File: config.mk
export PLATFORM = sky130hd
export DESIGN_NAME = umem_arbiter
export DESIGN_NICKNAME = d
export VERILOG_FILES = /design/src/rtl/umem_arbiter.sv
export SDC_FILE = /design/constraint.sdc
export NUM_CORES = 1
export LEC_CHECK = 0
export ABC_CLOCK_PERIOD_IN_PS = 3850
export CORE_AREA = 2 2 103 105
export DETAILED_ROUTE_END_ITERATION = 8
export DIE_AREA = 0 0 105 107
export SYNTH_ARGS = -nofsm -noshare
export SYNTH_HDL_FRONTEND = slang
export SYNTH_SLANG_ARGS = --single-unit
export TNS_END_PERCENT = 20
File: constraint.sdc
create_clock -name clk -period 3.85 [get_ports clk]
set_clock_uncertainty 0.05 [all_clocks]
set_input_delay 0.77 -clock clk [delete_from_list [all_inputs] [get_ports clk]]
set_output_delay 0.77 -clock clk [all_outputs]
set_load 0.01 [all_outputs]
File: src/rtl/umem_arbiter.sv
// -----------------------------------------------------------------------------
// umem_arbiter
//
// Shares the single port of the unified memory between the instruction-fetch
// requester (read-only) and the load/store data requester (read/write).
// Data has fixed priority. A starvation guard forces fetch through after
// MAX_DATA_BURST consecutive data grants while fetch waits. A lock lets the
// data side hold the port for an atomic read-modify-write.
//
// Parameters:
//   MAX_DATA_BURST  consecutive data grants tolerated while fetch waits (1..15)
//
// Ports:
//   clk, reset                  clock, synchronous active-high reset
//   if_req/if_addr              fetch read request
//   if_gnt                      fetch request accepted this cycle
//   if_rvalid/if_rdata          fetch read response, one cycle after grant
//   d_req/d_rw/d_lock           data request, 1 = write, hold port after grant
//   d_addr/d_wdata              data address and write data
//   d_gnt                       data request accepted this cycle
//   d_rvalid/d_rdata            data read response, one cycle after grant
//   mem_addr/mem_wdata/mem_rw   umem port, driven from the granted requester
//   mem_rdata                   umem read data, valid one cycle after the read
// -----------------------------------------------------------------------------
module umem_arbiter #(
  parameter int unsigned MAX_DATA_BURST = 4
) (
  input  logic        clk,
  input  logic        reset,
  input  logic        if_req,
  input  logic [31:0] if_addr,
  output logic        if_gnt,
  output logic        if_rvalid,
  output logic [31:0] if_rdata,
  input  logic        d_req,
  input  logic        d_rw,
  input  logic        d_lock,
  input  logic [31:0] d_addr,
  input  logic [31:0] d_wdata,
  output logic        d_gnt,
  output logic        d_rvalid,
  output logic [31:0] d_rdata,
  output logic [31:0] mem_addr,
  output logic [31:0] mem_wdata,
  output logic        mem_rw,
  input  logic [31:0] mem_rdata
);

  typedef enum logic {
    S_OPEN,
    S_LOCKED
  } state_t;

  typedef enum logic [1:0] {
    OWN_NONE,
    OWN_IF,
    OWN_D
  } owner_t;

  localparam logic [3:0] BURST_MAX = 4'(MAX_DATA_BURST);

  state_t     state;
  state_t     state_next;
  logic [3:0] burst_cnt;
  logic [3:0] burst_next;
  owner_t     rsp_owner;
  owner_t     owner_next;

  // ---------------------------------------------------------------------------
  // State register: lock FSM, starvation counter and read-response owner.
  // ---------------------------------------------------------------------------
  // NOTE: registers use non-blocking assignments so every flop samples the
  // values from before the edge, independent of statement order.
  always_ff @(posedge clk) begin
    if (reset) begin
      state     <= S_OPEN;
      burst_cnt <= '0;
      rsp_owner <= OWN_NONE;
    end else begin
      state     <= state_next;
      burst_cnt <= burst_next;
      rsp_owner <= owner_next;
    end
  end

  // ---------------------------------------------------------------------------
  // Next-state logic.
  // ---------------------------------------------------------------------------
  // NOTE: every signal gets a default at the top of a combinational block, so
  // no path leaves it unassigned and no latch is inferred.
  always_comb begin
    state_next = state;
    unique case (state)
      S_OPEN:   if (d_gnt && d_lock) state_next = S_LOCKED;
      // d_lock is sampled at the edge; this cycle still arbitrates as LOCKED.
      S_LOCKED: if (!d_lock)         state_next = S_OPEN;
      default:  state_next = S_OPEN;
    endcase
  end

  // Starvation counter: counts data grants that made a waiting fetch lose.
  // Any fetch grant or a cycle without a fetch request restarts the count.
  always_comb begin
    burst_next = burst_cnt;
    if (!if_req || if_gnt) begin
      burst_next = '0;
    end else if (d_gnt && (burst_cnt != BURST_MAX)) begin
      burst_next = burst_cnt + 4'd1;
    end
  end

  // Only reads produce a response; the owner selects who sees mem_rdata.
  always_comb begin
    owner_next = OWN_NONE;
    if (if_gnt) begin
      owner_next = OWN_IF;
    end else if (d_gnt && !d_rw) begin
      owner_next = OWN_D;
    end
  end

  // ---------------------------------------------------------------------------
  // Outputs: grants, memory port steering and read-response routing.
  // ---------------------------------------------------------------------------
  always_comb begin
    if_gnt = 1'b0;
    d_gnt  = 1'b0;
    if (!reset) begin
      if (state == S_LOCKED) begin
        d_gnt = d_req;
      end else if (d_req && !(if_req && (burst_cnt == BURST_MAX))) begin
        d_gnt = 1'b1;
      end else if (if_req) begin
        if_gnt = 1'b1;
      end
    end
  end

  always_comb begin
    mem_addr  = '0;
    mem_wdata = '0;
    mem_rw    = 1'b0;
    if (if_gnt) begin
      mem_addr = if_addr;
    end else if (d_gnt) begin
      mem_addr  = d_addr;
      mem_wdata = d_wdata;
      mem_rw    = d_rw;
    end
  end

  // Gating with reset keeps a response in flight from leaking out while the
  // owner register is being cleared.
  always_comb begin
    if_rvalid = !reset && (rsp_owner == OWN_IF);
    d_rvalid  = !reset && (rsp_owner == OWN_D);
    if_rdata  = if_rvalid ? mem_rdata : '0;
    d_rdata   = d_rvalid  ? mem_rdata : '0;
  end

endmodule

==> impl_metrics.yaml <==
critical_path:
  regToRegStartpoint: "burst_cnt[0]$_SDFFE_PP0P_"
  crit_cells: 6
  cp_slowest_cell: "clkdlybuf4s50_1"
  crit_path_max_incr_delay_ns: 0.57
  crit_start: "if_req"
  crit_type: "input port to output port"
  crit_required_ns: 3.03
  endpoint: "mem_addr[2]"
  ff2ff_setup_slack_ns: 2.17
  start_kind: "input port"
  path_common_cell: "clkdlybuf4s50_1"
  path_max_fanout: 20
  crit_buf_inv: 3
  r2r-end: "burst_cnt[1]$_SDFFE_PP0P_"
  crit_family: "buffers and inverters"
  crit_path_end_kind: "output port"
  crit_chain: "clkdlybuf4s50_1 -> nor2b_2 -> buf_4 -> o211ai_1 -> a21oi_1 -> clkdlybuf4s50_1"
  reg2reg_depth: 6
  cp.arrival_ns: 2.75
grt:
  antenna_found_initial: 4
  overflow: 0
  grt_first_pass_wirelength_um: 17600
  grt_usage_pct: 20.3
  grt_max_degree: 38
  grt_pass1_vias: 2913
placement:
  preCtsSetupSlack_ns: 0.315
  place_congestion: 0.835
  numPortBuffers: 266
  hpwl_um: 9890
cts:
  hold_buffers: 0
  cts_setup_buffers: 0
  htree_levels: 1
  ctsRootBufferMaster: "clkbuf_8"
  clkLatencyLatePin_ns: 0.23
  cts_buffers: 3
  cts_buffer_depth: 2
  cts_sinks: 7
  tritoncts: "built"
  clkSlewWorstSetupHoldPaths_ns: 0.04
  cts_resized: 0
logic_synthesis:
  ys_top_cells_by_area: "and2_1 33%, o211ai_1 27%, a21oi_1 9.6%, dfxtp_1 7.7%, buf_2 4.9%"
  syn_inst: 271
  yosysTopAreaCellShare_pct: 33.3
  post-synth-top-count-cell: "and2_1"
  yosysWarnings: 0
  synth_edf_count: 0
  ys_top_cells_by_count: "97 x and2_1, 66 x o211ai_1, 35 x a21oi_1"
  yosysTopAreaCell: "and2_1"
  syn-num-nets: 407
  syn_area_per_cell_um2: 6.72
  synth-seq-cells: 7
  ys_seq_area_share_pct: 7.69
  synth_area_um2: 1820
  ys.flop_type: "dfxtp_1"
  synth_cell_types: 29
  async_flop_share_pct: 0
layout:
  layout-drive-gt1-share_pct: 4.62
  fin_nets: 656
  syn_to_final_growth_pct: 156
  fill_cells: 1042
power:
  ir_worst_vdd_v: 0.000111
  pwr-share-seq_pct: 13.8
  p_clk_share_pct: 19.3
  fin_total_pwr_mw: 0.550
  p_leak_nw: 1.61
  p_switching_mw: 0.171
  combPwrFrac_pct: 66.9
  p_int_mw: 0.379
  sw_frac_of_total_pct: 31.1
  p_per_area_nw_per_um2: 118
detailed_routing:
  drc: 0
  firstDrtPassIters: 4
  routedWlPerCell_um: 18.6
  ant_nets: 0
  viasPerCell: 4.59
  first_iter_violations: 212
  wl_um: 12200
  via_count: 3018
floorplanning:
  io_pins: 267
  die_h_um: 107
  row_count: 37
  initial_core_util_pct: 18.1
  die_x_um: 105
  coreArea_um2: 10100
  dieArea_um2: 11200
sta:
  worst_pin_slew_ns: 0.415
  timing.fmax_mhz: 280
  rsz0062_at_grt: "no"
  holdWs_ns: 0.471
  period_needed_ns: 3.57
  worst_slack_ns: 0.275
  hold_viol: 0
  finalMaxSlewViolations: 0
  setup_viol: 0
  slew_headroom_pct: 72.3
  fin_tns_setup_ns: 0
  fin_crit_sh_pct: 92.8
run_status:
  status: "completed"
job:
  drv_cap: 0
hold_path:
  hold_class: "flop to flop"
worst register-to-register path: stages, from the launching register on:
cell,delay (ns)
dfxtp_1,0.37
inv_1,0.07
ha_1,0.23
and3b_1,0.23
buf_4,0.26
o211ai_1,0.26
a21oi_1,0.09
flip-flops by register name, summed over array words and instances, names as in the netlist:
| register | flops |
|---|---|
| rsp_owner | 2 |
| state | 1 |
| burst_cnt | 4 |
power groups by stage:
stage	Clock, mW	Sequential (mW)	Combinational (mW)
final	0.106	0.0758	0.368
after global routing	0.113	0.0760	0.390
after CTS	0.107	0.0759	0.369
after detailed placement	0	0.0770	0.366
after global placement	0	0.0770	0.366
after floorplan	0	0.0766	0.114
kinds of logic (layout without fill, tap and decap cells):
| kind of cell | after synthesis | after routing | share of synthesized area [%] |
|---|---|---|---|
| AOI/OAI and AO/OA | 106 | 106 | 39.2 |
| adders and majority gates | 2 | 2 | 1.37 |
| buffers and inverters | 39 | 287 | 9.68 |
| DFF | 7 | 7 | 7.69 |
| other | 0 | 3 | 0 |
| and+or+nand+nor | 117 | 117 | 42.0 |
layer usage:
metal	global-route usage (%)	part of all wire, %	vias up
met5	0	0.11	-
met4	4.48	1.6	2
met3	6.69	9.2	16
met2	34.3	47	156
met1	25.1	42	1359
li1	-	-	1485
worst min path at each step:
stage | from | endpoint | slack [ns] | cells past startpoint
2_1_floorplan | burst_cnt[3]$_SDFFE_PP0P_ | burst_cnt[3]$_SDFFE_PP0P_ | 0.42 | 2
3_3_place_gp | burst_cnt[3]$_SDFFE_PP0P_ | burst_cnt[3]$_SDFFE_PP0P_ | 0.44 | 2
3_5_place_dp | burst_cnt[3]$_SDFFE_PP0P_ | burst_cnt[3]$_SDFFE_PP0P_ | 0.46 | 2
4_1_cts | burst_cnt[3]$_SDFFE_PP0P_ | burst_cnt[3]$_SDFFE_PP0P_ | 0.47 | 2
5_1_grt | burst_cnt[0]$_SDFFE_PP0P_ | burst_cnt[0]$_SDFFE_PP0P_ | 0.52 | 2
6_report | burst_cnt[3]$_SDFFE_PP0P_ | burst_cnt[3]$_SDFFE_PP0P_ | 0.47 | 2
cells in the final DEF (no fill, tap or decap), drive strengths merged:
master / n
clkdlybuf4s50: 266
and2: 97
o211ai: 66
a21oi: 36
buf: 14
dfxtp: 7
clkbuf: 4
diode: 3
inv: 3
nand3: 3
a211oi: 2
nor3b: 2
ha: 2
nand2b: 2
nor2b: 2
nor2: 2
nand3b: 1
and3b: 1
or3b: 1
nand4bb: 1
nand4: 1
a21o: 1
and4b: 1
nor4b: 1
or4: 1
o21ai: 1
nor3: 1
metrics by stage:
stage               area [um2]  util (%)  instances
floorplan                 1820         -        271
global placement          4610      45.7        651
detailed placement        4610      45.7        651
CTS                       4650      46.1        655
global route              4650      46.1        655
finish                    4660      46.2        658
final cells by class:
type                    instances  area [um2]  area share (%)
flip-flops and latches          7         140            3.01
multi-input cells             225        1510            32.3
repair buffers                280        2780            59.6
clock buffers                   4        45.0           0.966
inverters                       3        11.3           0.242
well taps                     136         170            3.65
diodes                          3        7.51           0.161
(Power assumes the default switching activity.)
